==> config.mk <==
export PLATFORM = sky130hd
export DESIGN_NAME = vpu_line_dma
export DESIGN_NICKNAME = d
export VERILOG_FILES = /design/src/rtl/vpu_pkg.sv /design/src/rtl/vpu_line_buf.sv /design/src/rtl/vpu_line_dma.sv
export SDC_FILE = /design/constraint.sdc
export NUM_CORES = 1
export LEC_CHECK = 0
export CAP_MARGIN = 15
export CORE_ASPECT_RATIO = 0.6
export CORE_MARGIN = 10
export CORE_UTILIZATION = 50
export CTS_BUF_LIST = sky130_fd_sc_hd__clkbuf_4
export CTS_CLUSTER_SIZE = 25
export DETAILED_ROUTE_END_ITERATION = 16
export MAX_ROUTING_LAYER = met4
export PLACE_DENSITY = 0.66
export RECOVER_POWER = 25
export SLEW_MARGIN = 20
export SYNTH_ARGS = -nofsm -noshare
export SYNTH_HDL_FRONTEND = slang
export SYNTH_SLANG_ARGS = --single-unit
==> constraint.sdc <==
create_clock -name clk -period 7.5 [get_ports clk]
set_clock_uncertainty 0.05 [all_clocks]
set_input_delay 1.5 -clock clk [delete_from_list [all_inputs] [get_ports clk]]
set_output_delay 1.5 -clock clk [all_outputs]
set_load 0.05 [all_outputs]
==> src/rtl/vpu_pkg.sv <==
// vpu_pkg: shared register map, control/status bit indices,
// fetch FSM encoding and small helpers for the VPU line DMA.
package vpu_pkg;

  localparam logic [3:0] A_CTRL  = 4'h0;
  localparam logic [3:0] A_STAT  = 4'h1;
  localparam logic [3:0] A_BASEH = 4'h2;
  localparam logic [3:0] A_BASEL = 4'h3;
  localparam logic [3:0] A_LEN   = 4'h4;
  localparam logic [3:0] A_ROWH  = 4'h5;
  localparam logic [3:0] A_SVLH  = 4'h6;
  localparam logic [3:0] A_SVLL  = 4'h7;
  localparam logic [3:0] A_EVLH  = 4'h8;
  localparam logic [3:0] A_EVLL  = 4'h9;

  localparam int C_EN  = 7;
  localparam int C_IEN = 6;
  localparam int C_GRF = 5;

  localparam int ST_IRQ  = 7;
  localparam int ST_UNDR = 6;
  localparam int ST_BUSY = 5;
  localparam int ST_BANK = 4;

  typedef enum logic [2:0] {
    DMA_IDLE = 3'd0,
    DMA_REQ  = 3'd1,
    DMA_ADDR = 3'd2,
    DMA_DATA = 3'd3,
    DMA_DONE = 3'd4
  } dma_state_e;

  // Packed in CTRL bit order (EN is bit 7).
  typedef struct packed {
    logic en;
    logic ien;
    logic grf;
  } ctrl_t;

  function automatic logic [8:0] clip_len(
    input logic [7:0] len,
    input int         depth
  );
    if (int'(len) > depth) return 9'(depth);
    return {1'b0, len};
  endfunction

endpackage

==> src/rtl/vpu_line_buf.sv <==
// vpu_line_buf: two-bank line buffer, 2*DEPTH x 8 simple dual-port RAM.
// Ports: clk; we/waddr/wdata write port; raddr/rdata registered read.
module vpu_line_buf #(
  parameter int DEPTH = 64
) (
  input  logic                     clk,
  input  logic                     we,
  input  logic [$clog2(DEPTH):0]   waddr,
  input  logic [7:0]               wdata,
  input  logic [$clog2(DEPTH):0]   raddr,
  output logic [7:0]               rdata
);

  logic [7:0] mem [2*DEPTH];

  always_ff @(posedge clk) begin
    if (we) mem[waddr] <= wdata;
    rdata <= mem[raddr];
  end

endmodule

==> src/rtl/vpu_line_dma.sv <==
// vpu_line_dma: per-line text fetch DMA into a double-buffered line store.
// Ports: clk/rst; CPU regs AD/DI/DO/rw/cs; irq; hsync_stb/line_num raster;
// VADDR/VDATA/vramcs/hold/hlda memory bus; rd_addr/rd_data display read.
module vpu_line_dma
  import vpu_pkg::*;
#(
  parameter int ADDR_W = 16,
  parameter int DEPTH  = 64,
  parameter int LINE_W = 9
) (
  input  logic                     clk,
  input  logic                     rst,
  input  logic [3:0]               AD,
  input  logic [7:0]               DI,
  output logic [7:0]               DO,
  input  logic                     rw,
  input  logic                     cs,
  output logic                     irq,
  input  logic                     hsync_stb,
  input  logic [LINE_W-1:0]        line_num,
  output logic [ADDR_W-1:0]        VADDR,
  input  logic [7:0]               VDATA,
  output logic                     vramcs,
  output logic                     hold,
  input  logic                     hlda,
  input  logic [$clog2(DEPTH)-1:0] rd_addr,
  output logic [7:0]               rd_data
);

  localparam int IW = $clog2(DEPTH);

  dma_state_e state, state_n;
  ctrl_t ctrl;

  logic [15:0] base_r, svl_r, evl_r;
  logic [15:0] base_v, svl_v, evl_v;
  logic [7:0] len_r, rowh_r, rdata, q;
  logic [LINE_W-1:0] svl, evl;
  logic [ADDR_W-1:0] ptr, fstart;
  logic [8:0] flen, front_len, idx, len_c;
  logic [3:0] row, rowh_m1;
  logic irq_f, undr_f, bank, full, pend, rd_ok;
  logic wr, rd, stat_rd, at_evl, active;
  logic row_wrap, start, abort, last, we;

  assign wr      = cs & ~rw;
  assign rd      = cs & rw;
  assign stat_rd = rd & (AD == A_STAT);

  assign svl    = LINE_W'(svl_r);
  assign evl    = LINE_W'(evl_r);
  assign svl_v  = 16'(svl);
  assign evl_v  = 16'(evl);
  assign base_v = 16'(ADDR_W'(base_r));

  assign at_evl = hsync_stb & (line_num == evl);
  assign active = hsync_stb & ctrl.en
                & (line_num >= svl) & (line_num < evl);

  // >= rather than == so a ROWH shrink mid-frame cannot strand the counter.
  assign row_wrap = row >= rowh_m1;
  assign len_c    = clip_len(len_r, DEPTH);
  assign start    = active & (ctrl.grf | row_wrap) & (len_c != 9'd0);

  // A completed fetch sits in DONE with full set, so it is not aborted.
  assign abort = hsync_stb
               & (state inside {DMA_REQ, DMA_ADDR, DMA_DATA});
  assign last  = (idx + 9'd1) >= flen;
  assign we    = state == DMA_DATA;

  always_comb begin
    rowh_m1 = 4'd0;
    if (rowh_r > 8'd16) rowh_m1 = 4'd15;
    else if (rowh_r != 8'd0) rowh_m1 = 4'(rowh_r - 8'd1);
  end

  always_ff @(posedge clk or posedge rst) begin
    if (rst) state <= DMA_IDLE;
    else     state <= state_n;
  end

  always_comb begin
    state_n = state;
    unique case (state)
      DMA_IDLE: if (pend) state_n = DMA_REQ;
      DMA_REQ:  if (hlda) state_n = DMA_ADDR;
      DMA_ADDR: state_n = DMA_DATA;
      DMA_DATA: state_n = last ? DMA_DONE : DMA_ADDR;
      DMA_DONE: state_n = DMA_IDLE;
      default:  state_n = DMA_IDLE;
    endcase
    if (abort) state_n = DMA_IDLE;
  end

  // Address held through DATA so a registered memory sees it stable.
  always_comb begin
    hold   = 1'b0;
    vramcs = 1'b0;
    VADDR  = '0;
    unique case (state)
      DMA_ADDR: begin
        hold   = 1'b1;
        vramcs = 1'b1;
        VADDR  = ptr;
      end
      DMA_DATA: begin
        hold  = 1'b1;
        VADDR = ptr;
      end
      DMA_REQ, DMA_DONE: hold = 1'b1;
      default: hold = 1'b0;
    endcase
  end

  always_ff @(posedge clk or posedge rst) begin
    if (rst) begin
      ctrl   <= '0;
      base_r <= '0;
      len_r  <= '0;
      rowh_r <= 8'd1;
      svl_r  <= '0;
      evl_r  <= '1;
    end else if (wr) begin
      unique case (AD)
        A_CTRL:  ctrl <= ctrl_t'(DI[7:5]);
        A_BASEH: base_r[15:8] <= DI;
        A_BASEL: base_r[7:0]  <= DI;
        A_LEN:   len_r <= DI;
        A_ROWH:  rowh_r <= DI;
        A_SVLH:  svl_r[15:8] <= DI;
        A_SVLL:  svl_r[7:0]  <= DI;
        A_EVLH:  evl_r[15:8] <= DI;
        A_EVLL:  evl_r[7:0]  <= DI;
        default: ;
      endcase
    end
  end

  always_ff @(posedge clk or posedge rst) begin
    if (rst) begin
      irq_f     <= 1'b0;
      undr_f    <= 1'b0;
      bank      <= 1'b0;
      full      <= 1'b0;
      pend      <= 1'b0;
      rd_ok     <= 1'b0;
      row       <= '0;
      ptr       <= '0;
      fstart    <= '0;
      flen      <= '0;
      front_len <= '0;
      idx       <= '0;
    end else begin
      if (at_evl)       irq_f <= 1'b1;
      else if (stat_rd) irq_f <= 1'b0;
      if (abort)        undr_f <= 1'b1;
      else if (stat_rd) undr_f <= 1'b0;

      if (start) begin
        pend <= 1'b1;
        flen <= len_c;
      end else if (state == DMA_IDLE) begin
        pend <= 1'b0;
      end

      // Start pointer is latched on leaving IDLE so an abort's
      // pointer fix-up on the same hsync is picked up.
      if (state == DMA_IDLE && pend) begin
        fstart <= ptr;
        idx    <= '0;
      end
      if (we) begin
        idx <= idx + 9'd1;
        ptr <= ptr + 1'b1;
      end
      if (we && last && !abort) full <= 1'b1;

      if (hsync_stb) begin
        if (full) begin
          bank      <= ~bank;
          front_len <= flen;
        end
        full <= 1'b0;
      end

      if (abort) ptr <= fstart + ADDR_W'(flen);
      if (at_evl) begin
        ptr <= ADDR_W'(base_r);
        row <= rowh_m1;
      end else if (active) begin
        row <= row_wrap ? 4'd0 : row + 4'd1;
      end

      rd_ok <= 9'(rd_addr) < front_len;
    end
  end

  always_comb begin
    rdata = 8'h00;
    unique case (AD)
      A_CTRL:  rdata = {ctrl, 5'b0};
      A_STAT:  rdata = {irq_f, undr_f, state != DMA_IDLE, bank, 4'b0};
      A_BASEH: rdata = base_v[15:8];
      A_BASEL: rdata = base_v[7:0];
      A_LEN:   rdata = len_r;
      A_ROWH:  rdata = rowh_r;
      A_SVLH:  rdata = svl_v[15:8];
      A_SVLL:  rdata = svl_v[7:0];
      A_EVLH:  rdata = evl_v[15:8];
      A_EVLL:  rdata = evl_v[7:0];
      default: rdata = 8'h00;
    endcase
  end

  always_ff @(posedge clk or posedge rst) begin
    if (rst)     DO <= '0;
    else if (rd) DO <= rdata;
  end

  assign irq     = irq_f & ctrl.ien;
  assign rd_data = rd_ok ? q : 8'h00;

  vpu_line_buf #(.DEPTH(DEPTH)) u_buf (
    .clk   (clk),
    .we    (we),
    .waddr ({~bank, idx[IW-1:0]}),
    .wdata (VDATA),
    .raddr ({bank, rd_addr}),
    .rdata (q)
  );

endmodule

==> flow_summary.ini <==
[min_path]
hold_start = front_len[5]
min_path_type = reg2reg
holdPathStages = 2
min_to = front_len[5]

[finish]
instances_no_fill = 4432
final_common_cell = edfxtp_1
final_cell_mix = edfxtp_1, clkbuf_4, mux4_2
nets = 3077
drive_above_1_share_pct = 24.2
area_growth_pct = 11.4

[floorplan]
die-area_sq_um = 108000
coreArea_sq_um = 94100
initial_core_util_pct = 50.4
pin_count = 76
rows = 87
chipWidth_um = 418
fp.dieH_um = 259

[sta]
rsz0062_at_grt = false
drv_slew = 453
tightestPinTransition_ps = 3450
period_needed_ps = 5690
hold_slack_ps = 438
slew_headroom_pct = -130
hold_viol = 0
fmax_mhz = 176
final.period_utilization_pct = 75.8
finalSetupViolCount = 0
timing.final.ws_setup_ps = 1810
tns_ps = 0

[clocking]
cts_num_sinks = 1163
cts_resized = 0
holdBufCountCts = 0
root_buffer = clkbuf_4
clk_pin_slew_ps = 60
cts_tree = done
cts_buffer_depth = 4
cts_buffers = 286
clk_latency_ps = 1170
post_cts_buffers = 0
h-tree-depth = 5

[logic_synthesis]
synth_cell_types = 68
synth_edf_count = 1024
synth_compound_area_share_pct = 5.05
netlist_area_sq_um = 47400
synth_top_area_share_pct = 64.8
synth_xor_area_share_pct = 0.591
synth_area_leaders = edfxtp_1, mux4_2, dfrtp_1
syn_inst = 2727
muxShareOfSynthArea_pct = 13.8
ys_warn_count = 0
synth_top_family_by_area = multiplexers
synthSimpleGateAreaFrac_pct = 5.34
synth_flop_cell = edfxtp_1
synth_seq_cells = 1163
synth.largest_area_cell = edfxtp_1
yosysSeqAreaShare_pct = 72.1
synthesis.nets = 2816
synthAdderAreaFrac_pct = 1.32
synthArstFlopShare_pct = 11.3
syn_area_per_cell_sq_um = 17.4

[critical_path]
r2r_setup_slack_ps = 3790
cp_max_fo = 74
end_kind = flop
reg2reg_from = rowh_r[1]
reg2regPathDepth = 13
critical_path_class = in2reg
regToRegEndpoint = flen[4]
crit_required_ps = 7860
worstPathArrival_ps = 6050
critPathLaunchType = primary input

[grt]
antenna_found_initial = 3
grt_pass1_vias = 27181
grt_overflow = 0
grt_usage_pct = 22.7
grt_max_degree = 108
grt_pass1_wl_um = 178000

[pwr]
p_leak_nw = 18.1
powerDensity_nw_per_um2 = 260
peakVddDrop_v = 0.000184

[place]
post-place-ws_ps = 2230
port_buffers = 75
place_hpwl_um = 75500
dp_cells = 3945
gp_congestion = 0.934

[detailed_routing]
num_vias = 27165
drt_wl_total_um = 120000
drt.antenna.violating_nets = 0
drt-wirelength-per-cell_um = 27.1
drtPass1Iterations = 5
drt_iter0_drc = 3583
vias_per_cell = 6.13
drc_errors = 0

[outcome]
violations = max-capacitance violations, max-slew violations
status = finished with violations

[run]
max-cap-violations = 8
-- report_power, final --
group          leakage, nW  switching [W]  internal [W]
clock                 2.07        0.00247       0.00260
combinational         5.13       0.000772      0.000489
sequential            10.9       0.000190       0.00721
total                 18.1        0.00343        0.0103
-- metal layers --
metal	part of all wire, %	GRT usage (%)	vias to the layer above
met1	45	34.5	14016
li1	-	-	11536
met3	12	6.88	178
met4	1.8	6.73	0
met5	0	-	-
met2	41	28.9	1435
-- flip-flops by register name, summed over array words and instances (netlist names), 4 cells and up --
name         cells
flen             8
base_r          16
fstart          16
u_buf.rdata      8
row              4
DO               8
svl_r            9
idx              9
evl_r            9
rowh_r           8
u_buf.mem     1024
len_r            8
ptr             16
front_len        8
-- area by class of cell --
class	instances	area, sq um
multi-input cells	1369	12400
clock inverters	56	240
flip-flops and latches	1163	34200
inverters	49	185
well taps	1246	1560
repair buffers	119	1070
diodes	8	20.0
fillers	7293	41200
clock buffers	422	3170
-- kinds of logic (layout without fill, tap and decap cells) --
logic type,count (synthesis),after routing
mux,404,404
other cells,0,8
fa+ha+maj,50,50
flops,1163,1163
simple gates,535,535
compound gates,348,348
xor+xnor,32,32
buf+inv,195,646
-- synth_stat cells, types with 22 or more instances --
cell	n
a22oi_1	104
buf_2	35
and3_1	26
nor2_1	192
inv_1	49
nand4_1	25
a22o_1	29
mux4_2	193
a221oi_1	25
mux2i_1	143
nor2b_1	40
o21ai_0	49
nand3_1	60
and2_1	27
a21oi_1	61
dfrtp_1	121
ha_1	47
o22ai_1	22
mux2_2	68
edfxtp_1	1024
clkbuf_1	88
nand2_1	108
-- stage by stage --
| step | cell area, sq um | power [W] | utilization, % |
|---|---|---|---|
| final | 52900 | 0.0137 | 56.2 |
| after global routing | 52900 | 0.0143 | 56.2 |
| after detailed placement | 49500 | 0.00878 | 52.6 |
| after global placement | 49500 | 0.00874 | 52.6 |
| after CTS | 52900 | 0.0138 | 56.2 |
| after floorplan | 47400 | 0.00827 | - |
-- worst max path at each step --
stage                        end  slack [ps]  startpoint  cells after the start
4_1_cts                   vramcs        2690    state[1]                      4
2_1_floorplan              DO[0]        2470         rst                      1
3_5_place_dp      u_buf.rdata[7]        2230  rd_addr[0]                      8
6_report       u_buf.mem[101][3]        1810    VDATA[3]                      3
5_1_grt         u_buf.mem[11][3]        1500    VDATA[3]                      3
3_3_place_gp      u_buf.rdata[7]        2160  rd_addr[0]                      8
-- critical path: stages --
cell and delay (ps):
clkbuf_1 910, clkbuf_1 1050, clkbuf_1 2480
Power figures use the tool's default switching activity.
